<file path="src/rtl/axi_xbar_wrr_arb_if.sv">
// Address-arbitration bundle between the crossbar master port and its weighted round-robin arbiter.
// The arbiter connects through the slave modport, and the requesting side connects through the master modport.
interface axi_xbar_wrr_arb_if #(
   parameter int NUM_REQ     = 5,
   parameter int IDX_BITS    = $clog2(NUM_REQ),
   parameter int WEIGHT_BITS = 4
);
   logic [NUM_REQ-1:0]             reqs;
   logic                           accept;
   logic [NUM_REQ*WEIGHT_BITS-1:0] cfg_weights;
   logic                           cfg_load;
   logic                           grant_valid;
   logic [NUM_REQ-1:0]             grant_b;
   logic [IDX_BITS-1:0]            grant_i;
   logic                           reload;

   modport master (
      output reqs, accept, cfg_weights, cfg_load,
      input  grant_valid, grant_b, grant_i, reload
   );

   modport slave (
      input  reqs, accept, cfg_weights, cfg_load,
      output grant_valid, grant_b, grant_i, reload
   );
endinterface

</file>
<file path="src/rtl/axi_xbar_wrr_arb.sv">
// Weighted round-robin arbiter for the AW/AR address channels of one crossbar master port.
// Define AXI_XBAR_ARB_PRIO0_EN to give requester 0 strict, credit-free priority.
module axi_xbar_wrr_arb #(
   parameter int NUM_REQ     = 5,
   parameter int IDX_BITS    = $clog2(NUM_REQ),
   parameter int WEIGHT_BITS = 4
) (
   input logic                clk,
   input logic                rst,
   axi_xbar_wrr_arb_if.slave  bus
);

`ifdef AXI_XBAR_ARB_PRIO0_EN
   localparam bit PRIO0 = 1'b1;
`else
   localparam bit PRIO0 = 1'b0;
`endif

   typedef enum logic {ARB, GRANT} state_e;

   state_e                 state_q, state_d;
   logic [IDX_BITS-1:0]    ptr_q, ptr_d;
   logic                   grant_valid_q, grant_valid_d;
   logic [NUM_REQ-1:0]     grant_b_q, grant_b_d;
   logic [IDX_BITS-1:0]    grant_i_q, grant_i_d;
   logic                   reload_q, reload_d;
   logic [WEIGHT_BITS-1:0] weight_q [NUM_REQ];
   logic [WEIGHT_BITS-1:0] weight_d [NUM_REQ];
   logic [WEIGHT_BITS-1:0] credit_q [NUM_REQ];
   logic [WEIGHT_BITS-1:0] credit_d [NUM_REQ];

   logic [NUM_REQ-1:0]     eligible;
   logic [NUM_REQ-1:0]     cand;
   logic                   found;
   logic [IDX_BITS-1:0]    pick;
   logic [IDX_BITS-1:0]    nxt;
   logic [WEIGHT_BITS-1:0] dec;
   logic [WEIGHT_BITS-1:0] wcfg;

   // NOTE: every signal written below gets a default first, so no path can leave it unassigned and infer a latch.
   always_comb begin
      state_d       = state_q;
      ptr_d         = ptr_q;
      grant_valid_d = grant_valid_q;
      grant_b_d     = grant_b_q;
      grant_i_d     = grant_i_q;
      reload_d      = 1'b0;
      weight_d      = weight_q;
      credit_d      = credit_q;
      eligible      = '0;
      cand          = '0;
      found         = 1'b0;
      pick          = ptr_q;
      dec           = '0;
      wcfg          = '0;
      nxt           = (grant_i_q == IDX_BITS'(NUM_REQ-1)) ? '0 : grant_i_q + IDX_BITS'(1);

      for (int i = 0; i < NUM_REQ; i++) begin
         eligible[i] = bus.reqs[i] && (credit_q[i] != '0);
      end

      case (state_q)
         ARB: begin
            if (bus.reqs != '0) begin
               cand = eligible;
               // Every active requester is out of credit, so a new round starts in this same cycle.
               if (eligible == '0 && !(PRIO0 && bus.reqs[0])) begin
                  for (int i = 0; i < NUM_REQ; i++) begin
                     credit_d[i] = weight_q[i];
                  end
                  reload_d = 1'b1;
                  cand     = bus.reqs;
               end
               for (int k = 0; k < NUM_REQ; k++) begin
                  int j;
                  j = int'(ptr_q) + k;
                  if (j >= NUM_REQ) j = j - NUM_REQ;
                  if (!found && cand[j]) begin
                     found = 1'b1;
                     pick  = IDX_BITS'(j);
                  end
               end
               if (PRIO0 && bus.reqs[0]) pick = '0;
               grant_i_d       = pick;
               grant_b_d       = '0;
               grant_b_d[pick] = 1'b1;
               grant_valid_d   = 1'b1;
               state_d         = GRANT;
            end
         end
         GRANT: begin
            if (bus.accept) begin
               if (!(PRIO0 && grant_i_q == '0)) begin
                  dec = credit_q[grant_i_q];
                  if (dec != '0) dec = dec - WEIGHT_BITS'(1);
                  credit_d[grant_i_q] = dec;
                  // Stay on the requester while it has credit, so it gets its grants back to back.
                  ptr_d = (dec == '0) ? nxt : grant_i_q;
               end
               grant_valid_d = 1'b0;
               grant_b_d     = '0;
               state_d       = ARB;
            end else if (!bus.reqs[grant_i_q]) begin
               grant_valid_d = 1'b0;
               grant_b_d     = '0;
               state_d       = ARB;
            end
         end
         default: state_d = ARB;
      endcase

      // Loading the weights runs after the decrement, so the freshly loaded credits win.
      if (bus.cfg_load) begin
         for (int i = 0; i < NUM_REQ; i++) begin
            wcfg        = bus.cfg_weights[i*WEIGHT_BITS +: WEIGHT_BITS];
            weight_d[i] = (wcfg == '0) ? WEIGHT_BITS'(1) : wcfg;
            credit_d[i] = weight_d[i];
         end
      end
   end

   // NOTE: the weight and credit arrays are reset like plain flops. They are small register files that must start at weight 1, not RAMs.
   always_ff @(posedge clk or posedge rst) begin
      if (rst) begin
         state_q       <= ARB;
         ptr_q         <= '0;
         grant_valid_q <= 1'b0;
         grant_b_q     <= '0;
         grant_i_q     <= '0;
         reload_q      <= 1'b0;
         for (int i = 0; i < NUM_REQ; i++) begin
            weight_q[i] <= WEIGHT_BITS'(1);
            credit_q[i] <= WEIGHT_BITS'(1);
         end
      end else begin
         // NOTE: non-blocking assignments make every flop update from the pre-edge values together.
         state_q       <= state_d;
         ptr_q         <= ptr_d;
         grant_valid_q <= grant_valid_d;
         grant_b_q     <= grant_b_d;
         grant_i_q     <= grant_i_d;
         reload_q      <= reload_d;
         weight_q      <= weight_d;
         credit_q      <= credit_d;
      end
   end

   assign bus.grant_valid = grant_valid_q;
   assign bus.grant_b     = grant_b_q;
   assign bus.grant_i     = grant_i_q;
   assign bus.reload      = reload_q;

endmodule

</file>
<file path="src/flat_wrapper.sv">
// flat-port wrapper written by rule: the top's interface ports become plain ports
module axi_xbar_wrr_arb_flat 
#(
   parameter int NUM_REQ     = 5,
   parameter int IDX_BITS    = $clog2(NUM_REQ),
   parameter int WEIGHT_BITS = 4
)
  (clk, rst, bus_reqs, bus_accept, bus_cfg_weights, bus_cfg_load, bus_grant_valid, bus_grant_b, bus_grant_i, bus_reload);
  axi_xbar_wrr_arb_if #(.NUM_REQ(NUM_REQ), .IDX_BITS(IDX_BITS), .WEIGHT_BITS(WEIGHT_BITS)) bus_i ();
  input logic clk;
  input logic rst;
  input wire logic [$bits(bus_i.reqs)-1:0] bus_reqs;
  input wire logic [$bits(bus_i.accept)-1:0] bus_accept;
  input wire logic [$bits(bus_i.cfg_weights)-1:0] bus_cfg_weights;
  input wire logic [$bits(bus_i.cfg_load)-1:0] bus_cfg_load;
  output wire logic [$bits(bus_i.grant_valid)-1:0] bus_grant_valid;
  output wire logic [$bits(bus_i.grant_b)-1:0] bus_grant_b;
  output wire logic [$bits(bus_i.grant_i)-1:0] bus_grant_i;
  output wire logic [$bits(bus_i.reload)-1:0] bus_reload;
  assign bus_i.reqs = bus_reqs;
  assign bus_i.accept = bus_accept;
  assign bus_i.cfg_weights = bus_cfg_weights;
  assign bus_i.cfg_load = bus_cfg_load;
  assign bus_grant_valid = bus_i.grant_valid;
  assign bus_grant_b = bus_i.grant_b;
  assign bus_grant_i = bus_i.grant_i;
  assign bus_reload = bus_i.reload;
  axi_xbar_wrr_arb #(.NUM_REQ(NUM_REQ), .IDX_BITS(IDX_BITS), .WEIGHT_BITS(WEIGHT_BITS)) u_core (.clk(clk), .rst(rst), .bus(bus_i));
endmodule
</file>
<file path="config.mk">
export PLATFORM = sky130hd
export DESIGN_NAME = axi_xbar_wrr_arb_flat
export DESIGN_NICKNAME = d
export VERILOG_FILES = /design/src/rtl/axi_xbar_wrr_arb_if.sv /design/src/rtl/axi_xbar_wrr_arb.sv /design/src/flat_wrapper.sv
export SDC_FILE = /design/constraint.sdc
export NUM_CORES = 1
export LEC_CHECK = 0
export ABC_AREA = 1
export BUFFER_PORTS_ARGS = -buffer_cell sky130_fd_sc_hd__buf_2
export CAP_MARGIN = 10
export CORE_MARGIN = 10
export CORE_UTILIZATION = 45
export CTS_CLUSTER_DIAMETER = 150
export DETAILED_ROUTE_END_ITERATION = 7
export GPL_ROUTABILITY_DRIVEN = 0
export SYNTH_ARGS = -nofsm -noshare
export SYNTH_HDL_FRONTEND = slang
export SYNTH_SLANG_ARGS = --single-unit
</file>
<file path="constraint.sdc">
create_clock -name clk -period 8.9 [get_ports clk]
set_input_delay 0.89 -clock clk [delete_from_list [all_inputs] [get_ports clk]]
set_output_delay 0.89 -clock clk [all_outputs]
set_load 0.02 [all_outputs]
</file>
==> metrics.md, run 1 <==
| Metric | Value |
|---|---|
| Outcome | finished, final reports clean |
| First-pass GRT wire length | 17.51 mm |
| Kind of end point of the critical path | flip-flop |
| Final ANT Viol Nets | 0 |
| Sequential area share after synthesis | 34.68% |
| Crit Path Category | flip-flop to flip-flop |
| CTS H-Tree Depth | 2 |
| Max clock buf depth | 2 |
| PortBufs | 38 |
| Core Rows | 34 |
| Post-DP HPWL | 8.276 mm |
| Initial DRC Count | 242 |
| Post-Place Cell Area | 0.004232 sq mm |
| Core ar. | 0.008593 sq mm |
| Slowest stage cell, crit path | dfrtp_1 |
| Max-cap violations | 0 |
| Initial core utilization | 45.76% |
| Critical path, cell by cell | clkinv_2, ha_1, inv_1, fa_1, nor2_1, nor2_1, o21ai_0, nor2_1, nand2_1, nand2_1, inv_1, nand2_1, o21ai_4, nand3_2, nand2_1, inv_1, nand2_1, nand2_1, nand2_1, nor2_1, nand2_1, nand2_1 |
| DR vias | 3830 |
| Vias per inst | 5.268 |
| Synth Cell Area | 0.003933 sq mm |
| Final Cycle Share | 38.82% |
| CTS hold repair buffers | 0 |
| WL final | 10.62 mm |
| Total Neg Setup Slack | 0 ns |
| Family with the most delay on the worst path | simple AND/OR/NAND/NOR gates |
| Drt first pass iters | 4 |
| TritonCTS clock tree | built |
| Hold Path Class | flip-flop to flip-flop |
| RSZ-0062 raised after global routing | no |
| Die height | 113.5 microns |
| Clock Root Buffer | clkbuf_8 |
| Share of layout cells above drive strength 1 | 13.25% |
| Yosys cell types | 44 |
| Syn Area/Cell | 6.792 sq um |
| Crit path launch type | flip-flop |
| Number of synthesized flops with an enable pin | 0 |
| Final min period | 3.455 ns |
| Req. time, crit path | 9.11 ns |
| Wire per inst | 14.61 microns |
| Relative slew slack | 50.14% |
| Postcts setup bufs | 0 |
| Die Width | 113.5 microns |
| Max stage delay on crit path | 0.55 ns |
| Final clock skew | 0.01536 ns |
| Data arrival time of the worst path | 3.67 ns |
| Largest net degree at the start of global routing | 55 |
| Post-synth ARST share | 100.0% |
| Crit Path Max Fanout | 11 |
| Nets | 660 |
| Clk sink count | 54 |
| Yosys Warn Count | 0 |
| Final max-slew violation count | 0 |
| Vias in the first global route | 3753 |
| Post-CTS sizing | 0 |
| Reg clk slew, reported paths | 0.10 ns |
| Final hold vios | 0 |
| CTS buffer count | 5 |
| Design area | 0.004315 sq mm |
| CP dominant cell by count | nand2_1 |
| Placed cells | 719 |
| Slew @ Worst Pin | 0.7471 ns |
| Top Ports | 39 |
| Area Growth Syn to Fin | 9.736% |
| WP buf/inv | 4 |
| Peak Freq | 289.5 MHz |
| Initial antenna violation count | 0 |
| # setup viols final | 0 |
| Total GRT Usage | 16.19% |
| Skew-Pair Late Insertion Delay | 0.31 ns |
| N_diodes | 0 |
| Seq cells post-synth | 54 |
| DIE AREA | 0.01288 sq mm |
| Post-synth net total | 621 |
| Fin cells | 727 |
| GRT Residual Overflow | 0 |
| Ys flop type | dfrtp_1 |
| Drt drc | 0 |
| Mapped Cells | 579 |
## logic make-up (layout without fill, tap and decap cells)
| logic type | Yosys count | in the layout | synth area share, % |
|---|---|---|---|
| AOI/OAI and AO/OA | 98 | 98 | 15.53 |
| xor gates and xnor gates | 7 | 7 | 1.750 |
| adders and majority gates | 13 | 13 | 4.327 |
| buffers and inverters | 89 | 129 | 8.718 |
| DFF | 54 | 54 | 34.68 |
| and+or+nand+nor | 318 | 318 | 35.00 |
## metrics by stage
step	setup slack, ns	utilization [%]	hold slack, ns
2_1_floorplan	5.975	-	0.4314
3_5_place_dp	5.466	49.24	0.4492
5_1_grt	5.096	50.22	0.4974
4_1_cts	5.437	50.22	0.4709
3_3_place_gp	5.550	49.24	0.4443
6_report	5.445	50.22	0.4685
## worst register-to-register path, stage by stage (launching register included)
cell	delay [ns]
dfrtp_1	0.55
clkinv_2	0.20
ha_1	0.18
inv_1	0.05
fa_1	0.40
nor2_1	0.14
nor2_1	0.09
o21ai_0	0.43
nor2_1	0.15
nand2_1	0.09
nand2_1	0.05
inv_1	0.05
nand2_1	0.09
o21ai_4	0.24
nand3_2	0.15
nand2_1	0.09
inv_1	0.04
nand2_1	0.08
nand2_1	0.06
nand2_1	0.08
nor2_1	0.06
nand2_1	0.06
nand2_1	0.05
## cell type report
class,instances,area (sq um)
clock buffer,7,76.32
inverter,82,309.0
tap,108,135.1
fill,921,4278
multi-input combinational,436,2226
timing repair buffer,39,197.7
clock inverter,1,7.507
sequential,54,1364
## synth_stat cells (2+ instances only)
cell | n | area share (%)
ha_1 | 12 | 3.8
nor3_1 | 10 | 1.3
nand3_1 | 45 | 5.7
dfrtp_1 | 44 | 28
nand2_2 | 2 | 0.32
inv_1 | 74 | 7.1
nor2_2 | 4 | 0.64
clkbuf_1 | 6 | 0.57
a211oi_1 | 5 | 0.95
a21oi_1 | 14 | 1.8
nand2_4 | 2 | 0.57
o211ai_1 | 3 | 0.57
nor2_1 | 66 | 6.3
o21ai_1 | 4 | 0.51
o21bai_1 | 2 | 0.38
inv_2 | 6 | 0.57
a31oi_1 | 6 | 0.95
o21ai_0 | 32 | 4.1
nand4_1 | 5 | 0.80
o22ai_1 | 7 | 1.1
o21a_1 | 5 | 0.95
dfstp_2 | 10 | 6.7
a21o_1 | 5 | 0.95
a22oi_1 | 7 | 1.3
nor2_4 | 2 | 0.57
a21oi_2 | 2 | 0.45
xor2_1 | 6 | 1.3
a41oi_1 | 3 | 0.67
nand2_1 | 175 | 17
## cells in the final DEF (no fill, tap or decap), drive strengths merged, types with 2 or more instances in the layout
cell type,count
o211ai,3
o21bai,2
o21a,5
a21o,5
a22oi,7
nand2,179
a41oi,3
o21ai,37
or2,2
nand3b,2
clkinv,2
o22ai,7
inv,80
nor3,11
nand4,5
a31oi,6
dfstp,10
ha,12
xor2,7
clkbuf,7
nor2,73
a211oi,5
buf,39
dfrtp,44
nand3,46
a21oi,16
## sequential cells by signal (all words and copies together), names as in the netlist
name and flops:
u_core.credit_q 20, u_core.weight_q 20, u_core.bus.grant_b 5, u_core.bus.grant_i 3, u_core.ptr_q 3, u_core.bus.grant_valid 1
u_core.bus.reload 1, u_core.state_q 1
## per-layer routing
| layer | part of all wire [%] | track usage, % |
|---|---|---|
| met5 | 0 | 0 |
| met4 | 2.3 | 5.922 |
| met3 | 3.3 | 2.047 |
| met2 | 49 | 27.99 |
| met1 | 45 | 20.06 |
## worst paths after layout
kind                                    startpoint               endpoint  slack (ns)  cells after the start
worst max-delay path               u_core.ptr_q[0]  u_core.bus.grant_b[0]        5.45                     22
worst min-delay path            u_core.weight_q[5]     u_core.weight_q[5]        0.47                      2
worst max register to register     u_core.ptr_q[0]  u_core.bus.grant_b[0]        5.45                     22
worst min register to register  u_core.weight_q[5]     u_core.weight_q[5]        0.47                      2
max in group asynchronous                      rst        u_core.ptr_q[1]        7.66                      3
min in group asynchronous                      rst  u_core.bus.grant_b[2]        0.74                      3
Power of run 1 is left out: the tool's default activity adds up to more than one toggle a clock period on the data nets, which glitch-free logic cannot reach.
==> run 2, diff against run 1 <==
- PLACE_DENSITY: unset -> 0.66
- clock period: 8.9 -> 3.1 ns (I/O delays scaled with it)
==> run 2 against run 1 <==
Critical path depth increased by 1. Count of clock-buffer cells in the layout decreased by 1. Fmax increased by 17%. Global-route usage increased by 0.27 points. Die area unchanged. Via count increased by 3.4%. Final cell count increased by 2.8%. First-iteration DRC count decreased by 7.0%. Worst hold slack got worse by 0.34 ns. Worst setup slack got worse by 5.3 ns. Critical path type unchanged. Largest cell class unchanged. Highest routed layer unchanged.
==> metrics.md, run 2 (synthesized netlist as in run 1, its figures left out) <==
| Metric | Value |
|---|---|
| Final min period | 2.946 ns (-0.5086 ns) |
| Relative slew slack | 48.68% (-1.5 points) |
| Fill count | 875 (-5.0%) |
| Vias in the first global route | 4021 (+7.1%) |
| Final Cycle Share | 95.04% (+56 points) |
| Wire per inst | 14.19 microns (-2.9%) |
| Area Growth Syn to Fin | 16.51% |
| Die height | 113.5 microns (unchanged) |
| WP buf/inv | 5 (+1) |
| Hold Path Class | input pin to asynchronous set/reset pin |
| N_diodes | 0 (unchanged) |
| Kind of end point of the critical path | flip-flop |
| # setup viols final | 0 (unchanged) |
| Outcome | finished, final reports clean |
| Core Rows | 34 (unchanged) |
| Most frequent cells in the layout | nand2_1 (167), inv_1 (69), nor2_1 (60) |
| CTS buffer count | 5 (unchanged) |
| Top Ports | 39 (unchanged) |
| Fin cells | 747 (+2.8%) |
| PortBufs | 38 (unchanged) |
| Vias per inst | 5.303 (+0.65%) |
| Area of the multi-input gates | 0.002337 sq mm (+5.0%) |
| Design area | 0.004582 sq mm (+6.2%) |
| Final hold vios | 0 (unchanged) |
| Final ANT Viol Nets | 0 (unchanged) |
| DR vias | 3961 (+3.4%) |
| Post-DP HPWL | 8.426 mm (+1.8%) |
| Crit path launch type | flip-flop |
| Clk sink count | 54 (unchanged) |
| Crit Path Category | flip-flop to flip-flop |
| Nets | 680 (+3.0%) |
| Max clock buf depth | 2 (unchanged) |
| Family with the most delay on the worst path | simple AND/OR/NAND/NOR gates |
| Req. time, crit path | 3.31 ns (-5.80 ns) |
| Crit path depth | 23 (+4.5%) |
| Register area | 0.001365 sq mm (about the same) |
| Post-Place Cell Area | 0.004322 sq mm (+2.1%) |
| Data arrival time of the worst path | 3.16 ns (-0.51 ns) |
| Slew @ Worst Pin | 0.7687 ns (+0.02154 ns) |
| Die Width | 113.5 microns (unchanged) |
| RR Startpoint | u_core.ptr_q[0] |
| Max stage delay on crit path | 0.43 ns (-0.12 ns) |
| Critical path, cell by cell | inv_4, ha_4, inv_2, fa_2, nor2_4, nor2_4, xor2_2, buf_4, nor2_4, nand2_1, nand2_1, inv_1, nand2_2, o21ai_4, nand3_2, nand2_1, inv_2, nand2_2, nand2_2, nand2_2, nor2_1, nand2_1, nand2_1 |
| Max-cap violations | 0 (unchanged) |
| Reg2Reg Depth | 23 (+4.5%) |
| Peak Freq | 339.4 MHz (+17%) |
| Drt drc | 0 (unchanged) |
| Drt first pass iters | 4 (unchanged) |
| Total Neg Setup Slack | 0 ns (unchanged) |
| Crit Path Max Fanout | 6 (-5) |
| Skew-Pair Late Insertion Delay | 0.31 ns (about the same) |
| Initial core utilization | 45.76% (unchanged) |
| Core ar. | 0.008593 sq mm (unchanged) |
| Total GRT Usage | 16.46% (+0.27 points) |
| WL final | 10.60 mm (-0.18%) |
| Initial DRC Count | 225 (-7.0%) |
| CP startpoint | u_core.ptr_q[0] |
| RSZ-0062 raised after global routing | yes |
| Final max-slew violation count | 0 (unchanged) |
| Final clock skew | 0.01122 ns (-0.004144 ns) |
| DIE AREA | 0.01288 sq mm (unchanged) |
| GRT Residual Overflow | 0 (unchanged) |
| TritonCTS clock tree | built |
| Largest net degree at the start of global routing | 38 (-31%) |
| Clock Root Buffer | clkbuf_8 |
| CTS H-Tree Depth | 2 (unchanged) |
| CTS hold repair buffers | 0 (unchanged) |
| Commonest non-fill, non-tap cell in the layout | nand2_1 |
| Slowest stage cell, crit path | fa_2 |
| Min Hold Slack | 0.1240 ns (-0.3445 ns) |
| Reg clk slew, reported paths | 0.11 ns (about the same) |
| First-pass GRT wire length | 18.16 mm (+3.7%) |
| Initial antenna violation count | 0 (unchanged) |
| Placed cells | 731 (+1.7%) |
| CP dominant cell by count | nand2_1 |
| Share of layout cells above drive strength 1 | 20.19% (+6.9 points) |
==> run 2: cell type report <==
cell class | count | share of cell area, %
Multi-Input combinational cell | 436 | 51.01
Timing Repair Buffer | 59 | 7.591
Clock buffer | 6 | 1.584
Clock inverter | 2 | 0.3004
Sequential cell | 54 | 29.79
Inverter | 82 | 6.772
Tap cell | 108 | 2.949
==> run 2: what timing repair did <==
item                       4_1_cts  5_1_grt
resized for setup                0       37
setup endpoints to repair        0        9
setup buffers                    0        8
==> run 2: worst paths after layout <==
kind,endpoint,slack (ns)
setup / recovery,u_core.bus.grant_b[1],0.15
hold / removal,u_core.weight_q[13],0.12
setup reg to reg,u_core.bus.grant_b[1],0.15
hold reg to reg,u_core.weight_q[6],0.47
max in group asynchronous,u_core.credit_q[12],2.18
min in group clk,u_core.weight_q[15],0.23
==> run 2: stage by stage <==
stage	util, %	setup slack [ns]
floorplan	-	0.1751
global placement	50.29	0.1309
detailed placement	50.29	0.05826
CTS	51.30	0.03689
global route	53.32	-0.04838
finish	53.32	0.1538
==> run 2: per-layer routing <==
metal	up-vias	share of wire (%)	track usage, %
li1	1992	-	-
met1	1876	45	19.33
met2	71	50	29.55
met3	22	2.8	2.100
met4	0	2.6	6.430
met5	-	0	0
Power of run 2 is left out for the same reason.
==> run 3, diff against run 2 <==
- PLACE_DENSITY: 0.66 -> unset
- clock period: 3.1 -> 3.2 ns (I/O delays scaled with it)
==> run 3 against run 2 <==
Global-route usage up 0.42 points. Worst setup slack improved by 0.068 ns. Flip-flop and latch count is the same. Non-clock buffer count is 1 higher. Fmax fell by 1.1%. Sequential share of layout area increased by 0.16 points. Worst hold slack got worse by 0.031 ns. Routed wire length grew 3.0%. Count of clock-buffer cells in the layout increased by 1. Die area is the same. Via count is 0.86% lower. Critical path type unchanged. Largest cell class unchanged. Highest routed layer unchanged.
==> metrics.md, run 3 (synthesized netlist as in run 1, its figures left out) <==
| Metric | Value |
|---|---|
| Post-DP HPWL | 8.496 mm (+0.83%) |
| Peak Freq | 335.8 MHz (-1.1%) |
| Vias per inst | 5.243 (-1.1%) |
| Core ar. | 0.008593 sq mm (unchanged) |
| Final Cycle Share | 93.07% (-2.0 points) |
| Die Width | 113.5 microns (unchanged) |
| Post-Place Cell Area | 0.004314 sq mm (-0.17%) |
| Critical path, cell by cell | inv_2, ha_1, inv_1, ha_2, nor2_2, nor2_4, xor2_4, inv_2, or2_4, nor2_4, nor2_4, a21oi_2, buf_4, nand3_1, nand2_1, nand2_1, nand3_1, nand2_1, nand2_2, nand2_1, o21bai_1 |
| TritonCTS clock tree | built |
| First-pass GRT wire length | 18.34 mm (+0.99%) |
| Initial antenna violation count | 0 (unchanged) |
| Share of layout cells above drive strength 1 | 18.56% (-1.6 points) |
| Hold Path Class | input pin to asynchronous set/reset pin |
| N_diodes | 0 (unchanged) |
| CTS hold repair buffers | 0 (unchanged) |
| Total GRT Usage | 16.88% (+0.42 points) |
| DIE AREA | 0.01288 sq mm (unchanged) |
| CTS buffer count | 5 (unchanged) |
| Clock Root Buffer | clkbuf_8 |
| RR Startpoint | u_core.ptr_q[1] |
| Final clock skew | 0.007968 ns (-0.003249 ns) |
| Final max-slew violation count | 0 (unchanged) |
| Crit Path Category | flip-flop to flip-flop |
| Crit path launch type | flip-flop |
| Die height | 113.5 microns (unchanged) |
| Clk sink count | 54 (unchanged) |
| Register area | 0.001365 sq mm (unchanged) |
| Final min period | 2.978 ns (+0.03194 ns) |
| Commonest non-fill, non-tap cell in the layout | nand2_1 |
| GRT Residual Overflow | 0 (unchanged) |
| Drt first pass iters | 5 (+1) |
| Most frequent cells in the layout | nand2_1 (173), inv_1 (72), nor2_1 (59) |
| WP buf/inv | 4 (-1) |
| Wire per inst | 14.57 microns (+2.7%) |
| Drt drc | 0 (unchanged) |
| Initial core utilization | 45.76% (unchanged) |
| Total Neg Setup Slack | 0 ns (unchanged) |
| Area Growth Syn to Fin | 15.88% |
| Slowest stage cell, crit path | dfrtp_1 |
| Data arrival time of the worst path | 3.22 ns (+0.06 ns) |
| PortBufs | 38 (unchanged) |
| DR vias | 3927 (-0.86%) |
| WL final | 10.92 mm (+3.0%) |
| Max clock buf depth | 2 (unchanged) |
| # setup viols final | 0 (unchanged) |
| CTS H-Tree Depth | 2 (unchanged) |
| Slew @ Worst Pin | 0.6727 ns (-0.09596 ns) |
| Final hold vios | 0 (unchanged) |
| Relative slew slack | 55.09% (+6.4 points) |
| Fill count | 894 (+2.2%) |
| Crit Path Max Fanout | 4 (-2) |
| Final ANT Viol Nets | 0 (unchanged) |
| Core Rows | 34 (unchanged) |
| Reg2Reg Depth | 21 (-8.7%) |
| Family with the most delay on the worst path | simple AND/OR/NAND/NOR gates |
| Largest net degree at the start of global routing | 32 (-16%) |
| Reg clk slew, reported paths | 0.10 ns (about the same) |
| Initial DRC Count | 299 (+33%) |
| Kind of end point of the critical path | flip-flop |
| Max stage delay on crit path | 0.41 ns (-0.02 ns) |
| Nets | 682 (+0.29%) |
| Skew-Pair Late Insertion Delay | 0.31 ns (about the same) |
| Final Util | 53.03% (-0.29 points) |
| Max-cap violations | 0 (unchanged) |
| Top Ports | 39 (unchanged) |
| Vias in the first global route | 3910 (-2.8%) |
| Crit path depth | 21 (-8.7%) |
| CP dominant cell by count | nand2_1 |
| Area of the multi-input gates | 0.002307 sq mm (-1.3%) |
| Outcome | finished, final reports clean |
| Design area | 0.004557 sq mm (-0.55%) |
| CP startpoint | u_core.ptr_q[1] |
| Req. time, crit path | 3.44 ns (+0.13 ns) |
==> run 3: cell count changes in the layout (fill, tap and decap cells not counted), sizes merged <==
cell      delta
buf          +1
clkbuf       +1
clkinv       -1
clkinvlp     +1
inv          -1
nor2         +1
==> run 3: area by class of cell <==
class | count | share of cell area [%]
flip-flops and latches | 54 | 29.96
clock buffers | 7 | 1.675
multi-input cells | 437 | 50.63
well taps | 108 | 2.965
repair buffers | 60 | 7.798
inverters | 82 | 6.809
clock inverters | 1 | 0.1647
==> run 3: final timing paths <==
| check | to | slack, ns |
|---|---|---|
| worst max-delay path | u_core.bus.grant_b[2] | 0.22 |
| worst min-delay path | u_core.bus.grant_b[3] | 0.09 |
| worst max register to register | u_core.bus.grant_b[2] | 0.22 |
| worst min register to register | u_core.weight_q[11] | 0.47 |
| max in group asynchronous | u_core.weight_q[4] | 2.33 |
| min in group clk | u_core.weight_q[18] | 0.24 |
==> run 3: metal layers <==
metal  share of wire, %  up-vias  track usage (%)  wire [microns]
met1                 44     1834            20.59            4850
met5                  0        -                0               0
met3                3.0       18            2.362             330
met2                 51       76            30.05            5526
li1                   -     1999                -               -
met4                1.9        0            4.738             208
==> run 3: per-stage QoR <==
step                std cells  hold slack [ns]  setup WS, ns
CTS                       738           0.1198       0.07444
floorplan                 579           0.4314        0.2751
finish                    749          0.09260        0.2218
global placement          730           0.4432        0.1699
detailed placement        730           0.4488       0.08081
global route              749           0.1335      -0.04717
==> run 3: repair_timing <==
item,4_1_cts,5_1_grt
buffers inserted,0,10
gates resized for setup,0,22
endpoints found under the setup margin,0,11
==> run 3: worst register-to-register path: stages (launching register included) <==
cell and delay (ns):
dfrtp_1 0.41, inv_2 0.08, ha_1 0.21, inv_1 0.07, ha_2 0.20, nor2_2 0.06, nor2_4 0.20, xor2_4 0.19
inv_2 0.06, or2_4 0.25, nor2_4 0.12, nor2_4 0.07, a21oi_2 0.19, buf_4 0.15, nand3_1 0.05, nand2_1 0.10
nand2_1 0.07, nand3_1 0.08, nand2_1 0.06, nand2_2 0.09, nand2_1 0.08, o21bai_1 0.13
Power of run 3 is left out for the same reason.
